`src/rtl/apple2e_audio_pkg.sv`:
```
// Shared audio types and constants for the I2S transmit path.
//   SAMPLE_W   : width of one signed PCM channel sample
//   FRAME_BITS : bits in one stereo I2S frame (left then right)
//   stereo_t   : one left/right pair, packed with left in the upper half
package apple2e_audio_pkg;

  localparam int unsigned SAMPLE_W   = 16;
  localparam int unsigned FRAME_BITS = 32;
  localparam int unsigned CNT_W      = 5;

  typedef struct packed {
    logic signed [SAMPLE_W-1:0] left;
    logic signed [SAMPLE_W-1:0] right;
  } stereo_t;

  // Serial bit order of a frame: left MSB first, right LSB last.
  function automatic logic [FRAME_BITS-1:0] frame_of(stereo_t pair);
    return {pair.left, pair.right};
  endfunction

endpackage

```
`src/rtl/i2s_audio_tx_if.sv`:
```
// Sample handshake between an audio source and the I2S transmitter.
//   left, right  : signed sample pair offered by the source
//   sample_valid : pair is offered this cycle
//   sample_ready : transmitter can take the pair this cycle
// A pair moves on any cycle where sample_valid and sample_ready are both high.
interface i2s_audio_tx_if;
  import apple2e_audio_pkg::*;

  logic signed [SAMPLE_W-1:0] left;
  logic signed [SAMPLE_W-1:0] right;
  logic                       sample_valid;
  logic                       sample_ready;

  modport master (
    output left,
    output right,
    output sample_valid,
    input  sample_ready
  );

  modport slave (
    input  left,
    input  right,
    input  sample_valid,
    output sample_ready
  );

endinterface

```
`src/rtl/i2s_bck_gen.sv`:
```
// Bit-clock generator: divides clk_sys down to the I2S bit clock.
//   clk_sys : system clock
//   reset   : asynchronous, active-high
//   bck     : bit clock, toggles every BCK_DIV clk_sys cycles
//   fall    : high on the clk_sys cycle whose edge drives bck from 1 to 0
// BCK_DIV must lie in 1..255.
module i2s_bck_gen #(
  parameter int unsigned BCK_DIV = 4
) (
  input  logic clk_sys,
  input  logic reset,
  output logic bck,
  output logic fall
);

  localparam logic [7:0] DivLast = 8'(BCK_DIV - 1);

  logic [7:0] div_q;
  logic       bck_q;
  logic       wrap;

  assign wrap = (div_q == DivLast);

  always_ff @(posedge clk_sys or posedge reset) begin
    if (reset) begin
      div_q <= '0;
      bck_q <= 1'b0;
    end else if (wrap) begin
      div_q <= '0;
      bck_q <= ~bck_q;
    end else begin
      div_q <= div_q + 8'd1;
    end
  end

  assign bck = bck_q;
  // Strobe lines up with the edge that lowers bck, so data moves with it.
  assign fall = wrap & bck_q;

endmodule

```
`src/rtl/i2s_audio_tx.sv`:
```
// Stereo I2S transmitter with a one-entry sample buffer.
//   clk_sys  : system clock, all state rising-edge clocked
//   reset    : asynchronous, active-high
//   bus      : sample handshake (slave side)
//   underrun : one-cycle pulse when a frame starts without a fresh pair
//   I2S_BCK  : bit clock, period 2*BCK_DIV clk_sys cycles
//   I2S_LRCK : word select, 0 = left, 1 = right
//   I2S_DATA : serial data, MSB first, one BCK behind LRCK
// A frame is 32 bits; the sample rate is clk_sys / (64*BCK_DIV). When no new
// pair has arrived by the start of a frame, the last pair is replayed.
module i2s_audio_tx
  import apple2e_audio_pkg::*;
#(
  parameter int unsigned BCK_DIV = 4
) (
  input  logic           clk_sys,
  input  logic           reset,
  i2s_audio_tx_if.slave  bus,
  output logic           underrun,
  output logic           I2S_BCK,
  output logic           I2S_LRCK,
  output logic           I2S_DATA
);

  logic                  bck;
  logic                  fall;
  logic [CNT_W-1:0]      bit_cnt_q;
  logic [CNT_W-1:0]      bit_cnt_next;
  logic                  lrck_q;
  logic                  data_q;
  logic [FRAME_BITS-1:0] shifter_q;
  stereo_t               last_q;
  stereo_t               buf_q;
  logic                  buf_full_q;
  logic                  underrun_q;
  stereo_t               in_pair;
  logic                  load;
  logic                  accept;

  i2s_bck_gen #(
    .BCK_DIV (BCK_DIV)
  ) u_bck_gen (
    .clk_sys (clk_sys),
    .reset   (reset),
    .bck     (bck),
    .fall    (fall)
  );

  assign in_pair      = '{left: bus.left, right: bus.right};
  assign bit_cnt_next = bit_cnt_q + 5'd1;
  // Frame start: the falling event that wraps bit_cnt to 0.
  assign load         = fall && (bit_cnt_next == '0);
  // Only possible while empty, so it never collides with a load that drains.
  assign accept       = bus.sample_valid && !buf_full_q;

  always_ff @(posedge clk_sys or posedge reset) begin
    if (reset) begin
      bit_cnt_q  <= 5'd31;
      lrck_q     <= 1'b1;
      data_q     <= 1'b0;
      shifter_q  <= '0;
      last_q     <= '0;
      buf_q      <= '0;
      buf_full_q <= 1'b0;
      underrun_q <= 1'b0;
    end else begin
      underrun_q <= 1'b0;

      if (fall) begin
        bit_cnt_q <= bit_cnt_next;
        lrck_q    <= bit_cnt_next[CNT_W-1];
        // At k = 0 this emits the previous frame's last bit (I2S delay).
        data_q    <= shifter_q[FRAME_BITS-1];
        if (load) begin
          if (buf_full_q) begin
            shifter_q <= frame_of(buf_q);
            last_q    <= buf_q;
          end else begin
            shifter_q  <= frame_of(last_q);
            underrun_q <= 1'b1;
          end
        end else begin
          shifter_q <= {shifter_q[FRAME_BITS-2:0], 1'b0};
        end
      end

      // A load that sees an empty buffer does not bypass a same-cycle accept;
      // the new pair waits for the next frame.
      if (load && buf_full_q) begin
        buf_full_q <= 1'b0;
      end else if (accept) begin
        buf_q      <= in_pair;
        buf_full_q <= 1'b1;
      end
    end
  end

  assign bus.sample_ready = ~buf_full_q;
  assign underrun         = underrun_q;
  assign I2S_BCK          = bck;
  assign I2S_LRCK         = lrck_q;
  assign I2S_DATA         = data_q;

endmodule

```
`src/flat_wrapper.sv`:
```
// flat-port wrapper written by rule: the top's interface ports become plain ports
module i2s_audio_tx_flat import apple2e_audio_pkg::*;
#(
  parameter int unsigned BCK_DIV = 4
)
  (clk_sys, reset, underrun, I2S_BCK, I2S_LRCK, I2S_DATA, bus_left, bus_right, bus_sample_valid, bus_sample_ready);
  i2s_audio_tx_if bus_i ();
  input  logic clk_sys;
  input  logic reset;
  output logic underrun;
  output logic I2S_BCK;
  output logic I2S_LRCK;
  output logic I2S_DATA;
  input wire logic [$bits(bus_i.left)-1:0] bus_left;
  input wire logic [$bits(bus_i.right)-1:0] bus_right;
  input wire logic [$bits(bus_i.sample_valid)-1:0] bus_sample_valid;
  output wire logic [$bits(bus_i.sample_ready)-1:0] bus_sample_ready;
  assign bus_i.left = bus_left;
  assign bus_i.right = bus_right;
  assign bus_i.sample_valid = bus_sample_valid;
  assign bus_sample_ready = bus_i.sample_ready;
  i2s_audio_tx #(.BCK_DIV(BCK_DIV)) u_core (.clk_sys(clk_sys), .reset(reset), .bus(bus_i), .underrun(underrun), .I2S_BCK(I2S_BCK), .I2S_LRCK(I2S_LRCK), .I2S_DATA(I2S_DATA));
endmodule
```
`config.mk`:
```
export PLATFORM = sky130hd
export DESIGN_NAME = i2s_audio_tx_flat
export DESIGN_NICKNAME = d
export VERILOG_FILES = /design/src/rtl/apple2e_audio_pkg.sv /design/src/rtl/i2s_audio_tx_if.sv /design/src/rtl/i2s_bck_gen.sv /design/src/rtl/i2s_audio_tx.sv /design/src/flat_wrapper.sv
export SDC_FILE = /design/constraint.sdc
export NUM_CORES = 1
export LEC_CHECK = 0
export CAP_MARGIN = 0
export CORE_MARGIN = 5
export CORE_UTILIZATION = 57
export DETAILED_ROUTE_END_ITERATION = 8
export DONT_BUFFER_PORTS = 1
export GPL_TIMING_DRIVEN = 0
export PLACE_DENSITY_LB_ADDON = 0.08
export SLEW_MARGIN = 10
export SYNTH_ARGS = -nofsm -noshare
export SYNTH_HDL_FRONTEND = slang
export SYNTH_SLANG_ARGS = --single-unit
```
`constraint.sdc`:
```
create_clock -name clk_sys -period 3.6 [get_ports clk_sys]
set_clock_uncertainty 0.2 [all_clocks]
set_input_delay 0.72 -clock clk_sys [delete_from_list [all_inputs] [get_ports clk_sys]]
set_output_delay 0.72 -clock clk_sys [all_outputs]
set_load 0.02 [all_outputs]
```
==> results of run 1 <==
## cell usage in the layout (no fill, tap or decap), types with 2 or more instances in the layout
master / Yosys / final
and2_1: 2 / 2
and3_1: 3 / 3
buf_1: 6 / 6
buf_12: 0 / 3
buf_2: 12 / 12
buf_6: 3 / 3
bufinv_16: 0 / 3
clkbuf_1: 11 / 12
clkbuf_16: 0 / 16
clkinv_4: 0 / 5
clkinvlp_4: 0 / 3
dfrtp_1: 108 / 108
dfstp_2: 5 / 5
ha_1: 3 / 3
inv_6: 0 / 3
mux2_1: 34 / 34
mux2_2: 30 / 30
mux2i_1: 32 / 32
nand2_1: 39 / 39
nand3_1: 7 / 7
nand4_1: 3 / 3
nor2_1: 3 / 3
nor2b_1: 2 / 2
nor3_1: 33 / 33
o21a_1: 32 / 32
o31ai_1: 32 / 32
xnor2_1: 10 / 10
## cells by family after synthesis
family                   share of synthesized area
buffers and inverters                       0.0322
XOR/XNOR                                    0.0188
AND/OR/NAND/NOR                             0.0860
AO/OA/AOI/OAI                                0.101
adder cells (fa/ha/maj)                    0.00731
flip-flops                                   0.552
multiplexers                                 0.203
## critical path, stage by stage, from the launching register on
cell	delay, ns
dfrtp_1	0.33
buf_2	0.27
buf_1	0.58
inv_1	0.26
## cell type report
cell class                      count  area (um2)  share of cell area
Clock buffer                       18         418              0.0703
Inverter                            2        11.3             0.00190
Timing Repair Buffer                4        70.1              0.0118
Clock inverter                     14         180              0.0303
Multi-Input combinational cell    271        2140               0.359
Buffer                             32         158              0.0265
Tap cell                          108         135              0.0227
Sequential cell                   113        2830               0.477
## repair_timing
item	4_1_cts	5_1_grt
gates resized for setup	0	0
hold endpoints to repair	21	0
hold buffers	1	0
## flip-flops by register name (all words and copies together) (netlist names)
register,count
u_core.buf_q,32
u_core.last_q,32
u_core.shifter_q,32
u_core.u_bck_gen.div_q,8
u_core.bit_cnt_q,4
u_core.I2S_DATA,1
u_core.I2S_LRCK,1
u_core.buf_full_q,1
u_core.u_bck_gen.bck,1
u_core.underrun,1
## report_power, final
group	switching, mW	internal [mW]	total (mW)
registers	0.0334	1.32	1.35
logic	0.0502	0.0578	0.108
clock network	0.601	1.06	1.66
total	0.684	2.44	3.12
## layer usage
| metal | share of wire | global-route usage |
|---|---|---|
| met4 | 0.0084 | 0.0658 |
| met3 | 0.040 | 0.0684 |
| met5 | 0 | 0 |
| met1 | 0.43 | 0.247 |
| met2 | 0.52 | 0.319 |
## how the worst max path moves through the flow
stage / start / to / depth (start not counted)
global placement: reset / u_core.last_q[11]$_DFFE_PP0P_ / 1
detailed placement: u_core.u_bck_gen.div_q[0]$_DFF_PP0_ / u_core.shifter_q[14]$_DFFE_PP0P_ / 7
global route: u_core.buf_full_q$_DFFE_PP0P_ / bus_sample_ready / 3
CTS: u_core.buf_full_q$_DFFE_PP0P_ / bus_sample_ready / 3
floorplan: reset / u_core.I2S_DATA$_DFFE_PP0P_ / 1
finish: u_core.buf_full_q$_DFFE_PP0P_ / bus_sample_ready / 3
==> impl_metrics.env, run 1 <==
export IMPL_status="finished, final reports clean"
export IMPL_r2r_cells=7
export IMPL_ys_top_cells_by_count="dfrtp_1 (108), nand2_1 (39), mux2_1 (34)"
export IMPL_grt_use_total=0.197
export IMPL_avgViaCountPerCell=5.77
export IMPL_ys_warn_count=0
export IMPL_placed_cells=529
export IMPL_cts_clk_slew_worst_paths_ns=0.06
export IMPL_vdd_ir_drop_max_mv=0.432
export IMPL_yosysUniqueCellTypes=28
export IMPL_synth_top_area_frac=0.526
export IMPL_holdWs_ns=0.148
export IMPL_numCtsBuffers=17
export IMPL_grt_pass1_vias=3590
export IMPL_hp_start="bus_left[14]"
export IMPL_final_util=0.678
export IMPL_synth_flop_cell="dfrtp_1"
export IMPL_rsz0062_at_grt="false"
export IMPL_dr_first_iter_drc_count=113
export IMPL_vias=3241
export IMPL_drv_slew=0
export IMPL_totalPowerFinal_mw=3.12
export IMPL_start_util=0.586
export IMPL_port_buffer_count=0
export IMPL_final_layout_size_suffix_gt1_frac=0.194
export IMPL_endpoint_kind="output pin"
export IMPL_final_antenna_net_count=0
export IMPL_cts_buffer_depth=2
export IMPL_arrival_ns=1.96
export IMPL_hold_path_class="in -> reg"
export IMPL_dp_slack_ns=1.14
export IMPL_tns_ns=0
export IMPL_max_cap_violations=0
export IMPL_grt_pass1_wl_mm=17.3
export IMPL_synth_area_leaders="dfrtp_1 (53%), mux2_1 (7.5%), mux2_2 (6.6%)"
export IMPL_synth_fp_nets=456
export IMPL_die_width_um=105
export IMPL_grt_ovfl_total=0
export IMPL_clk_latency_ns=0.50
export IMPL_fillers=672
export IMPL_num_io_pins=40
export IMPL_fin_area_um2=5940
export IMPL_hpwl_mm=6.53
export IMPL_synthCells=418
export IMPL_yosysMostFrequentCell="dfrtp_1"
export IMPL_routed_wl_mm=9.79
export IMPL_hold_depth=1
export IMPL_hold_path_end="u_core.buf_q[30]$_DFFE_PP0P_"
export IMPL_core_area_um2=8760
export IMPL_grt_max_degree=36
export IMPL_max_freq_ghz=0.348
export IMPL_ys_seq_area_frac=0.552
export IMPL_placed_cell_area_um2=5330
export IMPL_r2r_start="u_core.u_bck_gen.div_q[0]$_DFF_PP0_"
export IMPL_cts_tree="built"
export IMPL_diodes=0
export IMPL_max_slew_margin=0.530
export IMPL_ys_ff_latch=113
export IMPL_remaining_drc_errors=0
export IMPL_fin_cells=562
export IMPL_cts_sinks=113
export IMPL_antenna_found_initial=0
export IMPL_placementRows=34
export IMPL_syn_to_final_growth_pct=15.7
export IMPL_cts_setup_buffers=0
export IMPL_avgSynthCellArea_um2=12.3
export IMPL_gp_congestion=0.779
export IMPL_fin_ws_ns=0.723
export IMPL_p_per_area_nw_per_um2=526
export IMPL_die_y_um=105
export IMPL_cp_required_ns=2.68
export IMPL_r2r_end="u_core.shifter_q[10]$_DFFE_PP0P_"
export IMPL_drt_wirelength_per_cell_um=17.4
export IMPL_ff2ff_setup_slack_ns=1.11
export IMPL_synth_edf_count=0
export IMPL_setup_violations=0
export IMPL_hold_violations=0
export IMPL_dieArea_um2=11000
export IMPL_p_leak_nw=2.90
export IMPL_firstDrtPassIters=4
export IMPL_synth_largest_area_cell="dfrtp_1"
export IMPL_start_kind="flip-flop"
export IMPL_clock_tree_root_cell="clkbuf_8"
export IMPL_worst_slew_pin_slew_ns=0.705
export IMPL_async_flop_share=1.00
export IMPL_fin_crit_sh=0.799
export IMPL_period_minus_slack_ns=2.88
export IMPL_synth_area_um2=5130
export IMPL_worstPathMaxFanout=10
export IMPL_path_class="reg -> out"
export IMPL_h_tree_depth=4
export IMPL_nets=479
Power figures use the tool's default switching activity.
==> run 2: changes to the inputs <==
Clock period 3.6 ns to 2.4 ns, I/O delays scaled along.
==> run 2 against run 1 <==
- combinational power up 92%
- critical path depth is 6 higher
- global-route usage up 0.50 points
- register-to-register slack worse by 1.1 ns
- via count up 6.0%
- critical endpoint is now u_core.last_q[26]$_DFFE_PP0P_
==> impl_metrics.env, run 2 (synthesized netlist as in run 1, its figures left out) <==
export IMPL_placed_cells=529
export IMPL_arrival_ns=2.53
export IMPL_dieArea_um2=11000
export IMPL_gr_usage_met2=0.330
export IMPL_worstPathMaxFanout=10
export IMPL_period_minus_slack_ns=2.34
export IMPL_status="finished, final reports clean"
export IMPL_fillers=599
export IMPL_cts_tree="built"
export IMPL_placed_cell_area_um2=5330
export IMPL_r2r_end="u_core.last_q[26]$_DFFE_PP0P_"
export IMPL_p_per_area_nw_per_um2=734
export IMPL_critPathBufInv=4
export IMPL_setup_violations=0
export IMPL_layout_commonest_cell="dfrtp_1"
export IMPL_endpoint_kind="flip-flop"
export IMPL_grt_pass1_vias=3683
export IMPL_fin_area_um2=6470
export IMPL_cts_sinks=113
export IMPL_grt_use_met1=0.257
export IMPL_numCtsBuffers=17
export IMPL_path_class="reg -> reg"
export IMPL_clock_tree_root_cell="clkbuf_8"
export IMPL_h_tree_depth=4
export IMPL_syn_to_final_growth_pct=26.0
export IMPL_cp_required_ns=2.58
export IMPL_worst_slew_pin_slew_ns=0.549
export IMPL_hold_depth=2
export IMPL_cts_clk_slew_worst_paths_ns=0.06
export IMPL_dr_first_iter_drc_count=131
export IMPL_grt_pass1_wl_mm=17.8
export IMPL_max_freq_ghz=0.427
export IMPL_max_slew_margin=0.633
export IMPL_gp_congestion=0.779
export IMPL_vdd_ir_drop_max_mv=0.654
export IMPL_reg_largest_list="u_core.buf_q: 32 flops, u_core.last_q: 32 flops, u_core.shifter_q: 32 flops"
export IMPL_tns_ns=0
export IMPL_hold_path_class="reg -> reg"
export IMPL_diodes=0
export IMPL_num_io_pins=40
export IMPL_grt_use_total=0.202
export IMPL_hp_start="u_core.shifter_q[6]$_DFFE_PP0P_"
export IMPL_crit_family="buffers and inverters"
export IMPL_avgViaCountPerCell=5.69
export IMPL_core_area_um2=8760
export IMPL_firstDrtPassIters=4
export IMPL_drt_wirelength_per_cell_um=17.4
export IMPL_layout_common_cells="dfrtp_1 (108), nand2_1 (39), mux2_1 (34), dlygate4sd3_1 (34), nor3_1 (33)"
export IMPL_routed_wl_mm=10.5
export IMPL_antenna_found_initial=0
export IMPL_fin_crit_sh=0.976
export IMPL_final_antenna_net_count=0
export IMPL_path_cells="buf_4 -> ha_1 -> nand3_1 -> a21oi_4 -> buf_12 -> o211ai_4 -> buf_12 -> clkbuf_16 -> mux2_1"
export IMPL_holdWs_ns=0.279
export IMPL_grtUsageMet3=0.0610
export IMPL_critPathMostFrequentCell="buf_12"
export IMPL_final_layout_size_suffix_gt1_frac=0.216
export IMPL_placementRows=34
export IMPL_die_y_um=105
export IMPL_vias=3435
export IMPL_clk_latency_ns=0.51
export IMPL_totalPowerFinal_mw=4.75
export IMPL_hpwl_mm=6.53
export IMPL_fin_cells=604
export IMPL_cts_buffer_depth=2
export IMPL_multiInputGateArea_um2=2180
export IMPL_hold_path_end="u_core.shifter_q[6]$_DFFE_PP0P_"
export IMPL_drv_slew=0
export IMPL_hold_violations=0
export IMPL_ff2ff_setup_slack_ns=0.06
export IMPL_grt_max_degree=36
export IMPL_busiest_layer="met2"
export IMPL_die_width_um=105
export IMPL_remaining_drc_errors=0
export IMPL_r2r_start="u_core.bit_cnt_q[0]$_DFFE_PP1P_"
export IMPL_max_cap_violations=0
export IMPL_start_kind="flip-flop"
export IMPL_slowest_stage="dfstp_2"
export IMPL_port_buffer_count=0
export IMPL_seq_area_um2=2830
export IMPL_max_stage_delay_ns=0.58
export IMPL_grt_ovfl_total=0
export IMPL_start_util=0.586
export IMPL_nets=521
export IMPL_r2r_cells=9
export IMPL_p_leak_nw=3.14
-- run 2: changes by cell type in the layout (fill, tap and decap cells not counted), moves of 2 or more --
cell	delta
ha_4	+2
buf_12	+2
clkbuf_1	-2
buf_6	-3
dlygate4sd3_1	+33
buf_4	+5
buf_8	+3
ha_1	-2
clkbuf_4	+2
buf_1	-5
clkbuf_16	+2
clkbuf_2	+5
-- run 2: layout make-up --
type	count	share of cell area
plain buffers	32	0.0282
clock inverters	14	0.0278
flip-flops and latches	113	0.438
well taps	108	0.0209
repair buffers	46	0.0816
clock buffers	18	0.0646
inverters	2	0.00174
multi-input cells	271	0.337
-- run 2: worst reg2reg max path, delay by kind of cell (launching register included) --
kind	cells	cell delay, ns
buffers and inverters	4	0.61
AOI/OAI and AO/OA	2	0.27
muxes	1	0.31
adders and majority gates	1	0.14
DFF	1	0.58
and+or+nand+nor	1	0.12
-- run 2: worst max path at each step --
stage	start	cells after the start	end	slack, ns
6_report	u_core.bit_cnt_q[0]$_DFFE_PP1P_	9	u_core.last_q[26]$_DFFE_PP0P_	0.06
5_1_grt	u_core.bit_cnt_q[1]$_DFFE_PP1P_	8	u_core.last_q[7]$_DFFE_PP0P_	-0.02
4_1_cts	u_core.buf_full_q$_DFFE_PP0P_	3	bus_sample_ready	0.03
3_5_place_dp	u_core.u_bck_gen.div_q[0]$_DFF_PP0_	7	u_core.shifter_q[14]$_DFFE_PP0P_	-0.06
3_3_place_gp	reset	1	u_core.last_q[11]$_DFFE_PP0P_	-0.24
2_1_floorplan	u_core.bit_cnt_q[0]$_DFFE_PP1P_	7	u_core.last_q[10]$_DFFE_PP0P_	0.19
-- run 2: per-stage QoR --
step	util	setup WS [ns]
3_3_place_gp	0.602	-0.243
3_5_place_dp	0.609	-0.0630
5_1_grt	0.738	-0.0189
2_1_floorplan	-	0.194
4_1_cts	0.718	0.0278
6_report	0.738	0.0576
-- run 2: what timing repair did --
item,4_1_cts,5_1_grt
resized for setup,5,15
gates cloned,0,2
endpoints found under the hold margin,54,0
setup buffers,1,6
hold buffers,34,0
pin swaps,1,0
setup endpoints to repair,51,63
-- run 2: power breakdown --
group / leakage, nW / internal [mW] / switching, mW
clock network: 0.286 / 1.59 / 0.918
registers: 1.49 / 1.98 / 0.0512
logic: 1.36 / 0.122 / 0.0844
-- run 2: routing by layer --
metal  vias to the layer above  share of wire
li1                       1644              -
met1                      1722           0.45
met2                        61           0.51
met3                         8          0.037
met4                         0         0.0095
met5                         -              0
==> run 3: changes to the inputs <==
Settings changed: CTS_CLUSTER_SIZE set to 8.
==> results of run 3 <==
The final DEF is identical to that of run 2; final timing and power are the same.
